[config.mk]
export PLATFORM = sky130hd
export DESIGN_NAME = note_serializer
export DESIGN_NICKNAME = d
export VERILOG_FILES = /design/src/rtl/note_serializer.sv
export SDC_FILE = /design/constraint.sdc
export NUM_CORES = 1
export LEC_CHECK = 0
export ABC_AREA = 1
export ABC_CLOCK_PERIOD_IN_PS = 2600
export CAP_MARGIN = 10
export CORE_MARGIN = 1.5
export CORE_UTILIZATION = 60
export CTS_CLUSTER_DIAMETER = 80
export CTS_CLUSTER_SIZE = 30
export DETAILED_ROUTE_END_ITERATION = 7
export DONT_BUFFER_PORTS = 1
export PLACE_DENSITY_LB_ADDON = 0.3
export SLEW_MARGIN = 40
export SYNTH_ARGS = -nofsm -noshare
export SYNTH_HDL_FRONTEND = slang
export SYNTH_SLANG_ARGS = --single-unit
export TNS_END_PERCENT = 100
[constraint.sdc]
create_clock -name clock -period 2.6 [get_ports clock]
set_input_delay 0.26 -clock clock [delete_from_list [all_inputs] [get_ports clock]]
set_output_delay 0.26 -clock clock [all_outputs]
set_load 0.02 [all_outputs]
[src/rtl/note_serializer.sv]
// Parallel-to-serial note transmitter: one-word holding buffer, LSB-first output, one bit per tick.
// Optional sticky rest-on-empty flag enabled by defining NOTE_SER_UNDERRUN_EN.
module note_serializer #(
    parameter int unsigned WIDTH = 5
) (
    input  logic             clock,
    input  logic             reset_n,
    input  logic [WIDTH-1:0] word_in,
    input  logic             word_valid,
    output logic             word_ready,
    input  logic             tick,
    output logic             serial_out,
    output logic             shift_out,
    output logic             busy
`ifdef NOTE_SER_UNDERRUN_EN
    ,
    output logic             underrun,
    input  logic             clear_underrun
`endif
);

    localparam int unsigned CW = (WIDTH > 1) ? $clog2(WIDTH) : 1;
    localparam logic [CW-1:0] LAST = CW'(WIDTH - 1);

    typedef enum logic {
        IDLE = 1'b0,
        SEND = 1'b1
    } state_t;

    state_t           state_q;
    state_t           state_d;
    logic [WIDTH-1:0] hold;
    logic [WIDTH-1:0] hold_d;
    logic             hold_valid;
    logic             hold_valid_d;
    logic [WIDTH-1:0] sreg;
    logic [WIDTH-1:0] sreg_d;
    logic [CW-1:0]    cnt;
    logic [CW-1:0]    cnt_d;
    logic             serial_d;

    assign word_ready = !hold_valid;
    assign busy       = (state_q == SEND) || hold_valid;

    // State register
    always_ff @(posedge clock or negedge reset_n) begin
        if (!reset_n) begin
            state_q <= IDLE;
        end else begin
            state_q <= state_d;
        end
    end

    // Next-state logic
    always_comb begin
        state_d = state_q;
        case (state_q)
            IDLE: if (hold_valid) state_d = SEND;
            SEND: if (tick && (cnt == LAST) && !hold_valid) state_d = IDLE;
        endcase
    end

    // Datapath and output next values; every tick yields exactly one strobe
    always_comb begin
        hold_d       = hold;
        hold_valid_d = hold_valid;
        sreg_d       = sreg;
        cnt_d        = cnt;
        serial_d     = serial_out;

        // Accept never overlaps a drain since ready requires an empty buffer
        if (word_valid && !hold_valid) begin
            hold_d       = word_in;
            hold_valid_d = 1'b1;
        end

        case (state_q)
            IDLE: begin
                if (hold_valid) begin
                    hold_valid_d = 1'b0;
                    if (tick) begin
                        serial_d = hold[0];
                        sreg_d   = hold >> 1;
                        cnt_d    = CW'(1);
                    end else begin
                        sreg_d = hold;
                        cnt_d  = '0;
                    end
                end else if (tick) begin
                    serial_d = 1'b0;
                end
            end
            SEND: begin
                if (tick) begin
                    serial_d = sreg[0];
                    if (cnt == LAST) begin
                        if (hold_valid) begin
                            sreg_d       = hold;
                            cnt_d        = '0;
                            hold_valid_d = 1'b0;
                        end
                    end else begin
                        sreg_d = sreg >> 1;
                        cnt_d  = cnt + CW'(1);
                    end
                end
            end
        endcase
    end

    // Datapath and output registers
    always_ff @(posedge clock or negedge reset_n) begin
        if (!reset_n) begin
            hold       <= '0;
            hold_valid <= 1'b0;
            sreg       <= '0;
            cnt        <= '0;
            serial_out <= 1'b0;
            shift_out  <= 1'b0;
        end else begin
            hold       <= hold_d;
            hold_valid <= hold_valid_d;
            sreg       <= sreg_d;
            cnt        <= cnt_d;
            serial_out <= serial_d;
            shift_out  <= tick;
        end
    end

`ifdef NOTE_SER_UNDERRUN_EN
    logic rest;
    assign rest = (state_q == IDLE) && !hold_valid && tick;

    // Sticky rest flag; a new rest beats a simultaneous clear
    always_ff @(posedge clock or negedge reset_n) begin
        if (!reset_n) begin
            underrun <= 1'b0;
        end else if (rest) begin
            underrun <= 1'b1;
        end else if (clear_underrun) begin
            underrun <= 1'b0;
        end
    end
`endif

endmodule

==> results.tsv, run 1 <==
metric	value	unit
status	finished, final reports clean	
DRC errors left	0	
Tot GR Track Use	21.46	%
fin crit period	1.643	ns
Seq. cell area	425.4	µm²
WL/cell	12.24	µm
Yosys top cell by area	dfrtp_1	
cell chain of the critical path	inv_1 -> ha_1 -> nand2_4 -> nand2_4 -> nand2_4 -> nand2_4 -> inv_1 -> nand2_1 -> nand2_1	
Worst setup EP type	flip-flop	
Leak Pwr	0.5398	nW
RSZ-0062 raised after global routing	false	
setup violators final	0	
initial antenna violation count	0	
most frequent cells in the layout	36 x nand2_1, 17 x dfrtp_1, 14 x inv_1, 13 x nand3_1, 8 x nand2_2	
Buf/Inv on CP	2	
YS warnings	0	
multi-input logic area	425.4	µm²
met2 Usage GRT	31.82	%
fin cells	140	
final period utilization	63.20	%
first-pass GRT wire length	2.877	mm
Post-DRT Antenna Nets	0	
Overflow after GRT	0	
hold_ws	0.1061	ns
GR Util met3	4.255	%
chip height	42.97	µm
maxcap violations	0	
GP Congestion	0.8342	
Via density	5.279	
Placed Cells	133	
Post-CTS Setup Bufs	0	
Slowest-stage cell, CP	dfrtp_1	
pwr dens	1059	nW/µm²
Tot Pwr	1.045	mW
clock tree buffer depth	2	
clock-pin slew on the worst setup and hold paths	0.11	ns
most used routing layer	met2	
Core ar.	1506	µm²
CP peak stage delay	0.45	ns
register area share after synthesis	44.39	%
antenna diode count	0	
Synth top area share	44.39	%
CP Data Required Time	2.79	ns
Initial Util	63.62	%
dpl hpwl	1.250	mm
row count	14	
initial drt markers	31	
Final Hold Vio Count	0	
most common cell after layout, fill and taps aside	nand2_1	
final wirelength	1.713	mm
TritonCTS Buffers	3	
largest net degree at the start of global routing	18	
Worst-Margin Slew	0.4320	ns
Hold/Removal Path Class	primary input to flip-flop	
Final Skew	0.01170	ns
root buffer cell	clkbuf_4	
IO Pins	13	
DRT Pass-1 Iters	4	
CP max FO	12	
peak supply drop	0.6151	mV
Sinks on Clock Net	17	
FILL cells	130	
Crit Path Class	flip-flop to flip-flop	
Area contributors post-synth	dfrtp_1 44%, nand2_1 14%, nand3_1 6.8%	
PortBufs	0	
Post-CTS Resized	0	
vias	739	
CTS H-tree depth	1	
vias in the first global route	680	
most frequent CP cell	nand2_4	
Die Width	42.97	µm
Final Max Tran Viols	0	
Fin Setup TNS	0	ns
met1 GRT Util	28.10	%
# hold bufs at CTS	2	
Worst-Skew Late Latency	0.30	ns
Post-layout nets	136	
CP delay by family, top	simple AND/OR/NAND/NOR gates	
Startpoint Class	flip-flop	
layout cells sized above 1	18.55	%
Max-slew headroom	71.20	%
net count after synthesis	132	
die area	1846	µm²
Syn Std Cell Area	958.4	µm²
Max Clk Rate	0.6086	GHz
post-synthesis register bit count	17	
Yosys cell types	18	
Syn Area/Cell	7.921	µm²
Area growth, synth to finish	3.003	%
CTS tree	built	
crit path DAT	1.83	ns
Mapped Cells	121	
==> synthesized netlist by cell type <==
master	count
a21oi_1	6
buf_12	1
buf_2	1
buf_4	1
buf_6	1
dfrtp_1	17
ha_1	2
inv_1	14
inv_2	3
nand2_1	36
nand2_2	8
nand2_4	4
nand3_1	13
nand4_1	1
nor2_1	6
o21ai_0	1
o21ai_1	3
o21ai_2	3
==> metal layers <==
layer  wire length, µm  vias to the layer above
li1                  -                      381
met1               813                      328
met2               753                       25
met3                91                        5
met5                 0                        -
met4                55                        0
==> layout make-up <==
class	instances	share of cell area, %
Clock buffer	3	2.281
Inverter	17	6.464
Tap cell	16	2.028
Timing Repair Buffer	3	2.535
Sequential cell	17	43.09
Clock inverter	1	0.5070
Multi-Input combinational cell	83	43.09
==> worst reg2reg max path, cell delays in order, from the launching register on <==
cell and delay (ns):
dfrtp_1 0.45, inv_1 0.08, ha_1 0.27, nand2_4 0.12, nand2_4 0.10, nand2_4 0.06
nand2_4 0.17, inv_1 0.13, nand2_1 0.10, nand2_1 0.05
==> path summary, 6_finish.rpt <==
kind	start	endpoint	slack [ns]	cells after the start
setup / recovery	cnt[0]	sreg[1]	0.96	9
hold / removal	word_in[3]	hold[3]	0.11	2
setup reg to reg	cnt[0]	sreg[1]	0.96	9
hold reg to reg	sreg[2]	sreg[2]	0.51	2
max in group asynchronous	reset_n	hold[2]	1.92	2
min in group asynchronous	reset_n	cnt[2]	0.39	2
==> stage by stage <==
step	setup WS (ns)	utilization, %	area [µm²]
after floorplan	1.294	-	958.4
after global placement	1.104	62.04	934.6
after detailed placement	1.006	62.04	934.6
after CTS	0.9832	65.20	982.2
after global routing	0.8590	65.53	987.2
final	0.9569	65.53	987.2
==> report_power, final <==
group / switching (mW) / internal (mW) / total, mW
clock network: 0.0880 / 0.0574 / 0.145
logic: 0.276 / 0.158 / 0.434
registers: 0.0953 / 0.370 / 0.466
==> cells by family (layout without fill, tap and decap cells) <==
group	Yosys count	in the layout	synth area share [%]
AO/OA/AOI/OAI	13	13	7.963
flip-flops	17	17	44.39
buffers and inverters	21	24	11.23
AND/OR/NAND/NOR	68	68	33.81
adder cells (fa/ha/maj)	2	2	2.611
==> registers in the layout (all words and copies together) (netlist names) <==
| name | count |
|---|---|
| state_q | 1 |
| hold | 5 |
| shift_out | 1 |
| hold_valid | 1 |
| cnt | 3 |
| sreg | 5 |
| serial_out | 1 |
(Power assumes the default switching activity.)
==> run 2, diff against run 1 <==
--- a/config.mk
+++ b/config.mk
@@ -6,10 +6,10 @@
 export NUM_CORES = 1
 export LEC_CHECK = 0
 export ABC_AREA = 1
-export ABC_CLOCK_PERIOD_IN_PS = 2600
+export ABC_CLOCK_PERIOD_IN_PS = 1400
 export CAP_MARGIN = 10
 export CORE_MARGIN = 1.5
-export CORE_UTILIZATION = 60
+export CORE_UTILIZATION = 54
 export CTS_CLUSTER_DIAMETER = 80
 export CTS_CLUSTER_SIZE = 30
 export DETAILED_ROUTE_END_ITERATION = 7
==> constraint.sdc (replaced) <==
create_clock -name clock -period 1.4 [get_ports clock]
set_input_delay 0.14 -clock clock [delete_from_list [all_inputs] [get_ports clock]]
set_output_delay 0.14 -clock clock [all_outputs]
set_load 0.02 [all_outputs]
==> results.tsv, run 2 (same netlist as run 1, synthesis figures left out) <==
metric	value	unit
status	finished, final reports clean	
final setup margin	0.07289	ns
pwr dens	1932	nW/µm²
first-pass GRT wire length	2.822	mm
Post-DRT Antenna Nets	0	
root buffer cell	clkbuf_4	
Max-slew headroom	75.80	%
row count	15	
CP max FO	7	
vias in the first global route	642	
final period utilization	94.79	%
Final Max Tran Viols	0	
most common cell after layout, fill and taps aside	nand2_1	
Via density	5.122	
layout cells sized above 1	23.66	%
hold depth	2	
most frequent cells in the layout	36 x nand2_1, 16 x dfrtp_1, 14 x inv_1, 13 x nand3_1, 8 x nand2_2	
final wirelength	1.696	mm
chip height	45.13	µm
Worst-Skew Late Latency	0.28	ns
CTS tree	built	
WL/cell	11.46	µm
Fin Setup TNS	0	ns
Sinks on Clock Net	17	
largest net degree at the start of global routing	18	
Post-layout nets	143	
dpl hpwl	1.304	mm
GP Congestion	0.8633	
biggest registers after layout	hold (5), sreg (5), cnt (3)	
end of the critical path	sreg[1]	
TritonCTS Buffers	3	
clock tree buffer depth	2	
worst slack, placed	0.06848	ns
DRT Pass-1 Iters	4	
Worst R2R Path Depth	9	
Worst-Margin Slew	0.3630	ns
Overflow after GRT	0	
IO Pins	13	
clock-pin slew on the worst setup and hold paths	0.10	ns
Core ar.	1689	µm²
initial drt markers	15	
DRC errors left	0	
Tot GR Track Use	19.18	%
peak supply drop	1.147	mV
Leak Pwr	0.5730	nW
Worst setup EP type	flip-flop	
Crit Path Class	flip-flop to flip-flop	
Final Skew	0.005110	ns
vias	758	
Startpoint Class	flip-flop	
maxcap violations	0	
fin crit period	1.327	ns
Max Clk Rate	0.7535	GHz
fin cells	148	
Tot Pwr	2.040	mW
Area growth, synth to finish	10.18	%
Hold/Removal Path Class	primary input to flip-flop	
crit path DAT	1.50	ns
PortBufs	0	
flop2flop setup slack	0.07	ns
antenna diode count	0	
CP Data Required Time	1.58	ns
Setup crit start	cnt[1]	
R2R Path End	sreg[1]	
initial antenna violation count	0	
Placed Cells	140	
setup violators final	0	
Final Hold Vio Count	0	
RR Startpoint	cnt[1]	
CTS H-tree depth	1	
die area	2037	µm²
Initial Util	56.74	%
Die Width	45.13	µm
[run 2: cell count changes in the layout (fill, tap and decap cells not counted), sizes merged]
cell    before  now
buf          1    8
clkinv       1    0
clkbuf       3    4
[run 2: worst min-delay path by stage]
stage | slack, ns | from | end
4_1_cts | 0.008 | word_in[2] | hold[2]
2_1_floorplan | -0.16 | reset_n | cnt[0]
6_report | 0.02 | word_in[2] | hold[2]
3_3_place_gp | -0.16 | reset_n | cnt[0]
3_5_place_dp | -0.16 | reset_n | cnt[0]
5_1_grt | 0.002 | word_in[4] | hold[4]
[run 2: final cells by class]
type | instances | area, µm²
fill | 143 | 633.1
multi-input combinational | 83 | 427.9
sequential | 17 | 426.7
timing repair buffer | 10 | 90.09
inverter | 17 | 63.81
clock buffer | 4 | 26.28
tap | 17 | 21.27
[run 2: per-stage QoR]
stage          utilization, %  instance area, µm²  hold WS (ns)
2_1_floorplan               -               958.4       -0.1556
3_3_place_gp            58.81               993.5       -0.1552
3_5_place_dp            58.81               993.5       -0.1552
4_1_cts                 61.56                1040      0.008214
5_1_grt                 62.52                1056      0.001787
6_report                62.52                1056       0.01733
[run 2: critical path, stage by stage (launching register included)]
cell and delay, ns:
dfrtp_1 0.41, inv_1 0.06, ha_2 0.20, nand2_4 0.08, nand2_4 0.09, nand2_4 0.05, nand2_4 0.10, inv_1 0.09
nand2_1 0.09, nand2_1 0.05
[run 2: repair_timing]
item / 4_1_cts / 5_1_grt
endpoints found under the hold margin: 19 / 17
buffers inserted: 0 / 1
resized for setup: 0 / 2
hold buffers: 2 / 1
endpoints found under the setup margin: 0 / 7
[run 2: power breakdown]
| part | internal (mW) | switching, mW | total (mW) |
|---|---|---|---|
| sequential | 0.689 | 0.134 | 0.823 |
| combinational | 0.392 | 0.570 | 0.963 |
| clock | 0.110 | 0.144 | 0.254 |
| total | 1.19 | 0.848 | 2.04 |
[run 2: routing by layer]
| metal | part of all wire (%) | track usage, % | vias up |
|---|---|---|---|
| met5 | 0 | 0 | - |
| met4 | 0.88 | 5.294 | 0 |
| met3 | 5.8 | 4.000 | 2 |
| met2 | 46 | 30.00 | 26 |
| met1 | 47 | 26.90 | 328 |
| li1 | - | - | 402 |
